===== config.mk =====
export PLATFORM = sky130hd
export DESIGN_NAME = img2col_weight
export DESIGN_NICKNAME = d
export VERILOG_FILES = /design/src/rtl/img2col_weight.sv
export SDC_FILE = /design/constraint.sdc
export NUM_CORES = 1
export LEC_CHECK = 0
export CAP_MARGIN = 20
export CORE_ASPECT_RATIO = 2
export CORE_MARGIN = 2
export CORE_UTILIZATION = 50
export DETAILED_ROUTE_END_ITERATION = 8
export GPL_TIMING_DRIVEN = 0
export PLACE_DENSITY = 0.86
export SLEW_MARGIN = 20
export SYNTH_ARGS = -nofsm -noshare
export SYNTH_HDL_FRONTEND = slang
export SYNTH_SLANG_ARGS = --single-unit

===== constraint.sdc =====
create_clock -name clock -period 3 [get_ports clock]
set_clock_uncertainty 0.1 [all_clocks]
set_input_delay 0.75 -clock clock [delete_from_list [all_inputs] [get_ports clock]]
set_output_delay 0.75 -clock clock [all_outputs]
set_load 0.03 [all_outputs]

===== src/rtl/img2col_weight.sv =====
// img2col_weight: unpacks one convolution kernel (one BRAM word per kernel
// position, C valid channel lanes each) into a dense position-major,
// channel-minor stream packed LANES elements per output word.
module img2col_weight #(
  parameter int DATA_W = 16,
  parameter int LANES  = 8,
  parameter int MAX_K  = 5
) (
  input  logic                    clock,
  input  logic                    rst_n,
  input  logic                    i2c_wgt_start,
  input  logic [3:0]              kernel_size,
  input  logic [LANES*DATA_W-1:0] wgt_in,
  input  logic [3:0]              valid_num,
  output logic                    i2c_ready,
  output logic [4:0]              wgt_rd_addr,
  output logic                    wgt_rd_en,
  output logic [4:0]              wgt_wr_addr,
  output logic                    wgt_wr_en,
  output logic [LANES*DATA_W-1:0] wgt_out,
  output logic [3:0]              num_valid
);

  localparam int WORD_W = LANES * DATA_W;

  typedef enum logic [2:0] {
    S_IDLE   = 3'd0,
    S_FETCH  = 3'd1,
    S_LOAD   = 3'd2,
    S_UNPACK = 3'd3,
    S_FLUSH  = 3'd4
  } state_t;

  state_t            state_q;
  logic [4:0]        kk_last_q;   // K*K-1, index of the last kernel position
  logic [2:0]        c_last_q;    // C-1, index of the last valid lane
  logic [4:0]        p_q;         // current kernel position
  logic [2:0]        c_q;         // current lane within the captured word
  logic [2:0]        f_q;         // pack slots already filled
  logic [4:0]        w_q;         // next output word address
  logic [WORD_W-1:0] word_q;      // captured BRAM word
  logic [WORD_W-1:0] pack_q;      // partially filled output word
  logic              ready_q;
  logic [4:0]        rd_addr_q;
  logic              rd_en_q;
  logic [4:0]        wr_addr_q;
  logic              wr_en_q;
  logic [WORD_W-1:0] out_q;
  logic [3:0]        nv_q;

  logic [DATA_W-1:0] lane_s;
  logic [WORD_W-1:0] pack_d;

  // Zero means 1; anything above MAX_K saturates at MAX_K. Returns K*K-1.
  function automatic logic [4:0] kk_last_of(input logic [3:0] k_raw);
    logic [2:0] k;
    logic [5:0] sq;
    if (k_raw == 4'd0) begin
      k = 3'd1;
    end else if (k_raw > 4'(MAX_K)) begin
      k = 3'(MAX_K);
    end else begin
      k = k_raw[2:0];
    end
    sq = {3'd0, k} * {3'd0, k};
    return 5'(sq - 6'd1);
  endfunction

  // Zero or more than LANES means all lanes are valid. Returns C-1.
  function automatic logic [2:0] c_last_of(input logic [3:0] c_raw);
    if ((c_raw == 4'd0) || (c_raw > 4'(LANES))) begin
      return 3'(LANES - 1);
    end else begin
      return 3'(c_raw - 4'd1);
    end
  endfunction

  // Select the current lane and drop it into the next free pack slot.
  always_comb begin
    lane_s = word_q[c_q*DATA_W +: DATA_W];
    pack_d = pack_q;
    pack_d[f_q*DATA_W +: DATA_W] = lane_s;
  end

  // Control FSM; every output is a register updated here.
  always_ff @(posedge clock or negedge rst_n) begin
    if (!rst_n) begin
      state_q   <= S_IDLE;
      kk_last_q <= 5'd0;
      c_last_q  <= 3'd0;
      p_q       <= 5'd0;
      c_q       <= 3'd0;
      f_q       <= 3'd0;
      w_q       <= 5'd0;
      word_q    <= '0;
      pack_q    <= '0;
      ready_q   <= 1'b1;
      rd_addr_q <= 5'd0;
      rd_en_q   <= 1'b0;
      wr_addr_q <= 5'd0;
      wr_en_q   <= 1'b0;
      out_q     <= '0;
      nv_q      <= 4'd0;
    end else begin
      rd_en_q <= 1'b0;
      wr_en_q <= 1'b0;
      case (state_q)
        S_IDLE: begin
          if (i2c_wgt_start) begin
            kk_last_q <= kk_last_of(kernel_size);
            c_last_q  <= c_last_of(valid_num);
            p_q       <= 5'd0;
            f_q       <= 3'd0;
            w_q       <= 5'd0;
            pack_q    <= '0;
            ready_q   <= 1'b0;
            rd_en_q   <= 1'b1;
            rd_addr_q <= 5'd0;
            state_q   <= S_FETCH;
          end else begin
            ready_q <= 1'b1;
          end
        end
        S_FETCH: begin
          state_q <= S_LOAD;
        end
        S_LOAD: begin
          word_q  <= wgt_in;
          c_q     <= 3'd0;
          state_q <= S_UNPACK;
        end
        S_UNPACK: begin
          c_q <= c_q + 3'd1;
          if (f_q == 3'(LANES - 1)) begin
            out_q     <= pack_d;
            wr_en_q   <= 1'b1;
            wr_addr_q <= w_q;
            nv_q      <= 4'(LANES);
            w_q       <= w_q + 5'd1;
            f_q       <= 3'd0;
            pack_q    <= '0;
          end else begin
            pack_q <= pack_d;
            f_q    <= f_q + 3'd1;
          end
          if (c_q == c_last_q) begin
            if (p_q < kk_last_q) begin
              p_q       <= p_q + 5'd1;
              rd_en_q   <= 1'b1;
              rd_addr_q <= p_q + 5'd1;
              state_q   <= S_FETCH;
            end else begin
              state_q <= S_FLUSH;
            end
          end
        end
        S_FLUSH: begin
          // Unfilled slots are already zero because pack_q clears on each write.
          if (f_q != 3'd0) begin
            out_q     <= pack_q;
            wr_en_q   <= 1'b1;
            wr_addr_q <= w_q;
            nv_q      <= {1'b0, f_q};
          end
          ready_q <= 1'b1;
          state_q <= S_IDLE;
        end
        default: begin
          ready_q <= 1'b1;
          state_q <= S_IDLE;
        end
      endcase
    end
  end

  assign i2c_ready   = ready_q;
  assign wgt_rd_addr = rd_addr_q;
  assign wgt_rd_en   = rd_en_q;
  assign wgt_wr_addr = wr_addr_q;
  assign wgt_wr_en   = wr_en_q;
  assign wgt_out     = out_q;
  assign num_valid   = nv_q;

endmodule


Yosys cells after proc, flatten, opt, wreduce, memory -nomap -nowiden
Index checks and enable logic that the tools add are counted.

$add $sub $neg: 7. Multipliers: 1. Magnitude comparators: 3. Eq/ne operators: 11. Shift operators: 3. Muxes and demuxes: 41. Reduce and logical (&&, ||, !) cells: 15.

Operator list (count): $mux W128 (4); $pmux W128 S2 (2); $bwmux W128 (1); $shift A16 B34 Y128 const A (1); $shiftx A128 B8 Y16 (1); $shiftx A16 B34 Y128 (1); $neg A7 Y34 (1); $mux W3 (10); $mux W5 (6); $pmux W5 S2 (3); $pmux W3 S2 (2); $pmux W3 S4 (1); $add A5 B1 Y5 const B (2); $ne A2 B2 Y1 const B (5); $logic_not A4 Y1 (2); $mux W4 (2); $pmux W4 S2 (1); $add A3 B1 Y3 const B (2); $eq A3 B2 Y1 const B (2); $eq A3 B3 Y1 const B (2); $mux W1 (6); $pmux W1 S2 (3); $reduce_and A2 Y1 (3); $reduce_and A3 Y1 (2); other kinds (14) (16).

Flip-flop bits (word level): 423. Output and inout bits: 145. Logic and storage cells: 96.

Depth between registers and ports, before layout
Word-level depth: 7. Gate-level depth with buffers: 13. Mapped depth without buffers: 9.

Least setup slack after synthesis
No wires, ideal clock.

Path kind: register to register. Start point: register f_q[0]. End point: register out_q[86], in the netlist wgt_out[86]. Data arrival time: 2423 ps. Data required time: 2774 ps. Path slack: 351 ps. Cell stages (with the launch flop): 11. Path buffers: 4. Clock period less this slack: 2649 ps. Path through: dfrtp_1 -> buf_2 -> inv_1 -> ha_1 -> ha_1 -> clkbuf_1 -> buf_2 -> nand3b_1 -> clkbuf_1 -> nor3_1 -> a221o_1.

Cells in the longest elaborated chain, start to end: 5. Elaborated cells between the ends (all ways): 11. Those cells by class: add/sub: 1; eq/ne: 3; shift: 2; mux: 3; reduce/logical: 2.

Ends and longest elaborated chain: from (decl) (RTL line 39) `logic [2:0] f_q;`; from (signal assigned) (RTL line 144) `f_q <= f_q + 3'd1;`; $neg A7 Y34 (RTL line 82) `pack_d[f_q*DATA_W +: DATA_W] = lane_s;`; $shiftx A16 B34 Y128 or $shift A16 B34 Y128 (tied branches) (RTL line 82); $bwmux W128 (RTL line 82); $mux W128 (RTL line 134) `if (f_q == 3'(LANES - 1)) begin`; $pmux W128 S2 (RTL line 107) `case (state_q)`; to (signal assigned) (RTL line 135) `out_q <= pack_d;`; to (signal assigned) (RTL line 160) `out_q <= pack_q;`; to (decl) (RTL line 48) `logic [WORD_W-1:0] out_q;`.

Parallel ways exist; a longest one is shown, timed or not. The select of a mux whose other input is x is not followed. A chain may end at the register's enable or synchronous reset.

Worst setup path in the final report
Start point: register c_q[1]. End point: register pack_q[31].

Cells in the longest elaborated chain, start to end: 5.

Ends and longest elaborated chain: from (decl) (RTL line 38) `logic [2:0] c_q;`; from (signal assigned) (RTL line 133) `c_q <= c_q + 3'd1;`; $shiftx A128 B8 Y16 (RTL line 80) `lane_s = word_q[c_q*DATA_W +: DATA_W];`; $shiftx A16 B34 Y128 (RTL line 82); $bwmux W128 (RTL line 82); $mux W128 (RTL line 134); $pmux W128 S2 (RTL line 107); to (signal assigned) (RTL line 143) `pack_q <= pack_d;`; to (decl) (RTL line 42) `logic [WORD_W-1:0] pack_q;`.

No other way between the ends.

==> results.json <==
{
  "synthFlopType": "dfrtp_1",
  "r2r_cells": 6,
  "grt_use_met3_pct": 5.10,
  "die_h_um": 272,
  "die_w_um": 138,
  "drc_errors": 0,
  "fin_crit_ns": 2.92,
  "fillers": 2625,
  "syn-num-nets": 1564,
  "grt_use_met2_pct": 52.9,
  "port_buffers": 283,
  "vias_per_cell": 6.14,
  "hp-class": "register to register",
  "dpl_cell_area_um2": 21400,
  "r2r_slack_ns": 0.08,
  "relSlewSlack_pct": 26.8,
  "cts_inserted_buffers": 36,
  "synth.distinct_cells": 58,
  "initial_core_util_pct": 50.4,
  "async_flop_share_pct": 100,
  "clk_path_buf_depth": 3,
  "critPathKind": "register to register",
  "setup_viol": 0,
  "synth_top_area_cell": "dfrtp_1",
  "synth_area_um2": 17900,
  "cts_htree_levels": 2,
  "grt_pass1_wl_mm": 84.1,
  "clkTransAtPathRegs_ns": 0.07,
  "synth_edf_count": 0,
  "synth_top_area_share_pct": 58.7,
  "grt-busiest-layer": "met2",
  "r2r-start": "c_q[1]$_DFFE_PN0P_",
  "p_per_area_nw_per_um2": 1230,
  "hold_depth": 2,
  "max_freq_mhz": 342,
  "whs_endpoint": "num_valid[3]$_DFFE_PN0P_",
  "status": "finished, final reports clean",
  "drv_slew": 0,
  "critPathMaxFanout": 10,
  "grt_use_met1_pct": 30.0,
  "clk_latency_ns": 0.55,
  "cp_data_required_time_ns": 3.31,
  "grt_max_degree": 110,
  "worst_slew_pin_slew_ns": 1.08,
  "dp_hpwl_mm": 40.7,
  "synth-seq-area-share_pct": 58.9,
  "dieArea_um2": 37500,
  "cts.sinks": 422,
  "clockRootBuffer": "clkbuf_16",
  "avgSynthCellArea_um2": 12.7,
  "vias": 13600,
  "drt_iter0_drc": 971,
  "ys_ff_latch": 422,
  "synthTopCellsByArea": "dfrtp_1 (59%), mux2_2 (8.2%), o21ai_0 (4.7%)",
  "fin_tns_setup_ns": 0,
  "routabilityCongestion": 0.896,
  "grt_usage_pct": 30.0,
  "holdCritStartpoint": "num_valid[3]$_DFFE_PN0P_",
  "hold_violations": 0,
  "final_nets": 1890,
  "maxCapViolCount": 0,
  "r2r_end": "pack_q[31]$_DFFE_PN0P_",
  "syn_to_final_growth_pct": 26.2,
  "antenna_found_initial": 10,
  "ir_drop_mv": 0.723,
  "drt-wirelength-per-cell_um": 24.7,
  "end_kind": "register",
  "synth_common_cells": "dfrtp_1 (421), o21ai_0 (169), nand2_1 (140)",
  "final_cell_area_um2": 22600,
  "leakagePower_nw": 9.63,
  "crit_path_start_kind": "register",
  "cp.arrival_ns": 3.23,
  "drive_gt1_share_pct": 19.6,
  "synthMostInstantiatedCell": "dfrtp_1",
  "dr.pass1.iters": 5,
  "cts_tree": "built",
  "ys_warn_count": 0,
  "grt_pass1_vias": 14700,
  "row_count": 98,
  "gr-total-overflow": 0,
  "synth_cells": 1409,
  "fin_crit_sh_pct": 97.4,
  "io_pins": 284,
  "ant_nets": 0,
  "core_um2": 35600,
  "rsz0062_at_grt": "false",
  "wirelength_mm": 54.9
}
==> state kept, by name, indices dropped and copies added, names as in the netlist, 3 cells and up <==
signal       cells
w_q              5
c_q              3
c_last_q         3
num_valid        4
kk_last_q        4
pack_q         128
state_q          3
word_q         128
wgt_wr_addr      5
f_q              3
wgt_out        128
wgt_rd_addr      5
==> layout make-up <==
type	instances	area, um^2	share of cell area (%)
clock buffers	51	1020	4.50
multi-input cells	862	6760	29.9
well taps	450	563	2.49
plain buffers	108	569	2.52
diodes	10	25.0	0.111
flip-flops and latches	422	10600	46.7
clock inverters	11	101	0.448
repair buffers	289	2970	13.1
inverters	16	60.1	0.265
==> per-layer routing <==
| layer | wire, um | vias up |
|---|---|---|
| li1 | - | 5865 |
| met1 | 17000 | 6829 |
| met2 | 29300 | 696 |
| met3 | 3330 | 234 |
| met4 | 5230 | 0 |
| met5 | 0 | - |
==> report_power, final <==
group,leakage (nW),internal [mW],switching (mW)
Combinational,3.54,5.17,8.51
Sequential,5.53,8.02,1.61
Clock,0.551,2.47,2.10
==> critical path: stages, from the launching register on <==
cell and delay (ns):
dfrtp_1 0.35, buf_2 0.28, clkbuf_2 0.40, mux4_2 0.46, mux2i_4 0.53, buf_2 0.48
o21ai_0 0.18
==> layout by cell type (no fill, tap or decap), types with 17 or more instances in the layout <==
cell type,instances
a221o_1,80
a22oi_1,48
buf_2,63
clkbuf_1,33
clkbuf_16,36
clkdlybuf4s50_1,282
dfrtp_1,421
mux2_2,131
mux4_2,31
nand2_1,140
nor2_1,17
nor2b_1,20
nor3_1,49
o21ai_0,169
o21ai_1,19
==> stage by stage <==
stage          hold WS [ns]  std cells  total power, mW  util (%)  setup WS, ns
2_1_floorplan         0.350       1409             17.3         -         0.351
3_3_place_gp          0.362       2142             22.6      60.0        -16.13
3_5_place_dp          0.367       2146             23.1      60.3        -0.252
4_1_cts               0.382       2208             27.7      63.5        0.0301
5_1_grt               0.400       2219             29.0      63.6        0.0367
6_report              0.378       2219             27.9      63.6        0.0767
==> how the worst max path moves through the flow <==
stage,startpoint,to,slack (ns)
finish,c_q[1]$_DFFE_PN0P_,pack_q[31]$_DFFE_PN0P_,0.08
global route,c_q[0]$_DFFE_PN0P_,pack_q[25]$_DFFE_PN0P_,0.04
CTS,c_q[1]$_DFFE_PN0P_,wgt_out[73]$_DFFE_PN0P_,0.03
detailed placement,f_q[0]$_DFFE_PN0P_,wgt_out[86]$_DFFE_PN0P_,-0.25
global placement,rst_n,pack_q[121]$_DFFE_PN0P_,-16.13
floorplan,f_q[0]$_DFFE_PN0P_,wgt_out[86]$_DFFE_PN0P_,0.35
==> cells by family (layout without fill, tap and decap cells) <==
family,count (synthesis),after routing,synth area share (%)
buffers and inverters,125,475,3.47
adders and majority gates,16,16,1.12
muxes,179,179,14.3
and+or+nand+nor,294,294,7.95
DFF,422,422,58.9
AOI/OAI and AO/OA,363,363,13.8
xor gates and xnor gates,9,9,0.481
other,1,11,0.0209
==> timing repair <==
action | 4_1_cts | 5_1_grt
setup endpoints to repair | 143 | 102
hold endpoints to repair | 39 | 0
resized for setup | 6 | 8
hold buffers | 1 | 0
pin swaps | 0 | 0
buffers inserted | 0 | 1
No activity file was read; power rests on OpenSTA's default activity.
==> variant 1, RTL diff (same settings) <==
The 5 states of `state_t` get a one-hot encoding in 5 bits.
--- a/src/rtl/img2col_weight.sv
+++ b/src/rtl/img2col_weight.sv
@@ -23,12 +23,12 @@
 
   localparam int WORD_W = LANES * DATA_W;
 
-  typedef enum logic [2:0] {
-    S_IDLE   = 3'd0,
-    S_FETCH  = 3'd1,
-    S_LOAD   = 3'd2,
-    S_UNPACK = 3'd3,
-    S_FLUSH  = 3'd4
+  typedef enum logic [4:0] {
+    S_IDLE   = 5'b00001,
+    S_FETCH  = 5'b00010,
+    S_LOAD   = 5'b00100,
+    S_UNPACK = 5'b01000,
+    S_FLUSH  = 5'b10000
   } state_t;
 
   state_t            state_q;
Function: no difference found for any inputs over 4 cycles, from zero or initial values and one cycle with rst_n low; so few cycles prove little.
==> variant 1 against the original RTL <==
- hold slack worse by 0.37 ns
- non-clock buffer count is 32 higher
- cell area is 4.9% higher
- critical endpoint is now wgt_out[108]
- critical path type unchanged
- via count is 6.9% higher
- critical path depth is 1 higher
- sequential share of layout area is 2.0 points lower
- worst setup slack better by 0.019 ns
- routed wire length is 12% higher
- cell count is 1.2% higher
- area after synthesis is 3.9% higher
- sequential cell count is 2 higher
Power is not compared: it rests on default switching activity, and its combinational part moved more than twofold at a synthesized area within 25%.
==> variant 1: results (changes against the original RTL) <==
drt first-iter violations - 1270 (was 971)
RD Place Congestion - 0.935 (was 0.896)
wl on met1 - 19600 um (was 17000 um)
Post-Syn Nets - 1571 (was 1564)
GR Util met3 - 6.47% (was 5.10%)
routed wl met3 - 4590 um (was 3330 um)
slowest library cell on the worst path - mux4_2 (was mux2i_4)
crit path from - c_q[0] (was c_q[1])
WL final - 61400 um (was 54900 um)
vias in the first global route - 15400 (was 14700)
GRT Overall Usage - 31.4% (was 30.0%)
DR pass1 iterations - 8 (was 5)
status - complete, no violations (unchanged)
Tightest Pin Transition - 0.916 ns (was 1.08 ns)
Worst path max stage delay - 0.61 ns (was 0.53 ns)
r2r worst-path depth - 7 (was 6)
Via density - 6.49 (was 6.14)
first-pass GRT wire length - 92500 um (was 84100 um)
distinct cell type count after synthesis - 62 (was 58)
Commonest cells post-synth - 422 x dfrtp_1, 136 x mux2_2, 128 x o2bb2ai_1, 94 x nor3_1, 80 x a221o_1 (was 421 x dfrtp_1, 169 x o21ai_0, 140 x nand2_1, 131 x mux2_2, 80 x a221o_1)
DR WL met2 - 31600 um (was 29300 um)
largest net degree at the start of global routing - 105 (was 110)
Cell Count Post-Placement - 2162 (was 2146)
top post-synthesis cells by area - dfrtp_1 57%, mux2_2 8.2%, o2bb2ai_1 6.0%, a221o_1 4.3%, mux4_2 3.9% (was dfrtp_1 59%, mux2_2 8.2%, o21ai_0 4.7%, a221o_1 4.5%, mux4_2 3.9%)
initial antenna violation count - 8 (was 10)
synthesized instance count - 1416 (was 1409)
Routed WL per cell - 27.4 um (was 24.7 um)
met1 usage - 33.1% (was 30.0%)
Placed Area - 22200 sq um (was 21400 sq um)
## variant 1: cell types whose count changed in the layout (fill, tap and decap cells not counted), sizes merged, moves of 31 or more
cell | unedited run | this run
a22oi | 48 | 1
inv | 18 | 49
nand2 | 142 | 21
nand3 | 12 | 47
nor3 | 49 | 105
o211ai | 1 | 32
o21ai | 199 | 28
o2bb2ai | 16 | 128
## variant 1: area by class of cell
type	instances	area [sq um]	area share, %
diodes	8	20.0	0.0843
plain buffers	128	696	2.93
clock buffers	52	1090	4.61
clock inverters	13	175	0.738
inverters	48	180	0.759
multi-input cells	813	7330	30.9
flip-flops and latches	424	10600	44.7
well taps	459	574	2.42
repair buffers	301	3050	12.9
## variant 1: kinds of logic after synthesis
logic type / after synthesis / synth area share, %
flops: 424 / 57.0
compound gates: 314 / 14.4
simple gates: 283 / 8.77
mux: 191 / 13.7
buf+inv: 179 / 4.63
fa+ha+maj: 16 / 1.07
xor+xnor: 8 / 0.376
other cells: 1 / 0.0201
## variant 1: power groups by stage
| stage | Sequential (mW) | Combinational (mW) | Clock [mW] |
|---|---|---|---|
| finish | 6.99 | 5.24 | 5.11 |
| global route | 7.05 | 5.40 | 5.35 |
| CTS | 6.96 | 4.97 | 5.12 |
| detailed placement | 7.05 | 4.77 | 0 |
| global placement | 7.00 | 4.63 | 0 |
| floorplan | 6.90 | 2.85 | 0 |
## variant 1: critical path: cells and delay by family, from the launching register on
family,cells,cell delay (ns)
flip-flops,1,0.34
AND/OR/NAND/NOR,1,0.08
buffers and inverters,3,0.91
AO/OA/AOI/OAI,1,0.27
multiplexers,2,1.08
## variant 1: timing repair
action	CTS	global route
pin swaps	1	0
gates resized for setup	30	15
setup endpoints to repair	198	118
buffers inserted	4	10
==> variant 2, RTL diff (same settings) <==
Without the edit above. `LANES`: 8 -> 9.
--- a/src/rtl/img2col_weight.sv
+++ b/src/rtl/img2col_weight.sv
@@ -3,7 +3,7 @@
 // channel-minor stream packed LANES elements per output word.
 module img2col_weight #(
   parameter int DATA_W = 16,
-  parameter int LANES  = 8,
+  parameter int LANES  = 9,
   parameter int MAX_K  = 5
 ) (
   input  logic                    clock,
Interface: changed (resized wgt_in and wgt_out); port bits go from 284 to 316. No check against the original RTL was run, so the function may have changed too.
==> variant 2 against the original RTL <==
- cell area grew 4.8%
- routed wire length down 6.9%
- sequential cell count increased by 32
- worst setup slack got worse by 0.013 ns
- sequential share of layout area increased by 1.3 points
- fmax is 0.43% lower
- cell count is 6.4% lower
- first-iteration DRC count down 31%
- area after synthesis increased by 2.0%
- count of clock-buffer cells in the layout is 7 higher
- total power fell by 14%
- critical path depth is 2 higher
- critical path type unchanged
- critical endpoint is now pack_q[109]
==> variant 2: results (changes against the original RTL) <==
status - complete, no violations (unchanged)
initial antenna violation count - 11 (was 10)
Via density - 5.89 (was 6.14)
std cell rows - 99 (was 98)
GR Util met3 - 3.78% (was 5.10%)
VDD IR max - 0.000596 V (was 0.000723 V)
Post-Syn Nets - 1389 (was 1564)
r2r endpoint - pack_q[109] (was pack_q[31])
Hold Slack - 0.0565 ns (was 0.378 ns)
global-route met2 utilization - 49.1% (was 52.9%)
largest net degree at the start of global routing - 111 (was 110)
slowest library cell on the worst path - o21ai_1 (was mux2i_4)
Worst path max stage delay - 0.66 ns (was 0.53 ns)
Synth Area in XOR/XNOR - 0.191% (was 0.481%)
hpwl dp - 37700 um (was 40700 um)
setup bufs post-CTS - 3 (was 0)
wl on met1 - 17000 um (about the same)
Tightest Hold Check Type - primary input to async pin (was register to register)
total CTS buffers - 40 (was 36)
Cell Count Post-Placement - 1986 (was 2146)
Buffers excl. clock - 391 (was 397)
comb_multi_in - 678 (was 862)
layout cells sized above 1 - 28.9% (was 19.6%)
Placed Area - 22200 sq um (was 21400 sq um)
worst r2r src - f_q[1] (was c_q[1])
Commonest cells post-synth - 453 x dfrtp_1, 261 x mux2_2, 128 x o2bb2ai_1, 33 x clkbuf_1, 33 x nor2_1 (was 421 x dfrtp_1, 169 x o21ai_0, 140 x nand2_1, 131 x mux2_2, 80 x a221o_1)
Critical Path AT - 3.31 ns (was 3.23 ns)
Synth Area per Inst - 15.0 sq um (was 12.7 sq um)
top post-synthesis cells by area - dfrtp_1 62%, mux2_2 16%, o2bb2ai_1 6.1%, mux4_2 3.9%, mux2i_1 1.1% (was dfrtp_1 59%, mux2_2 8.2%, o21ai_0 4.7%, a221o_1 4.5%, mux4_2 3.9%)
GRT Overall Usage - 26.7% (was 30.0%)
via count - 12200 (was 13600)
Post-Synth Adder-Cell Area - 1.09% (was 1.12%)
fin nets - 1750 (was 1890)
Reg clk slew, reported paths - 0.07 ns (about the same)
clk_buf instances - 58 (was 51)
r2r worst-path depth - 8 (was 6)
Tightest Pin Transition - 0.903 ns (was 1.08 ns)
Leakage Power - 10.5 nW (was 9.63 nW)
ant diodes - 12 (was 10)
clk cell area share - 5.78% (was 4.94%)
sequential cell area - 11400 sq um (was 10600 sq um)
routed wl met3 - 2340 um (was 3330 um)
distinct cell type count after synthesis - 51 (was 58)
multiplexer share of the synthesized area - 21.2% (was 14.3%)
post-synthesis sequential area ratio - 62.1% (was 58.9%)
Final Cell Area - 23700 sq um (was 22600 sq um)
fillcell total - 2520 (was 2625)
WL final - 51100 um (was 54900 um)
met1 usage - 28.5% (was 30.0%)
vias in the first global route - 13200 (was 14700)
Synth Area in Compound Gates - 8.89% (was 13.8%)
first-pass GRT wire length - 77900 um (was 84100 um)
IO buf count - 299 (was 283)
drt first-iter violations - 670 (was 971)
==> variant 2: changes by cell type after synthesis, sizes merged, moves of 38 or more <==
cell,change
a221o,-64
a22oi,-48
buf,-38
mux2,+130
nand2,-113
nor3,-42
o21ai,-171
o2bb2ai,+112
==> variant 2: where the power goes <==
| part | switching, mW | total, mW | internal (mW) |
|---|---|---|---|
| clock network | 2.33 | 5.41 | 3.08 |
| registers | 0.763 | 8.09 | 7.33 |
| logic | 6.17 | 10.5 | 4.32 |
| total | 9.27 | 24.0 | 14.7 |
==> variant 2: cell families (layout without fill, tap and decap cells) <==
kind of cell    Yosys count  in the layout
flops                   454            454
buf+inv                  86            478
simple gates            140            140
mux                     314            314
compound gates          203            203
xor+xnor                  4              4
other cells               1             13
fa+ha+maj                16             16
==> variant 2: worst max-delay path: cells and delay by family (launching register included) <==
kind	cells	cell delay (ns)
AOI/OAI and AO/OA	2	0.81
adders and majority gates	2	0.42
buffers and inverters	3	0.78
DFF	1	0.48
and+or+nand+nor	1	0.28
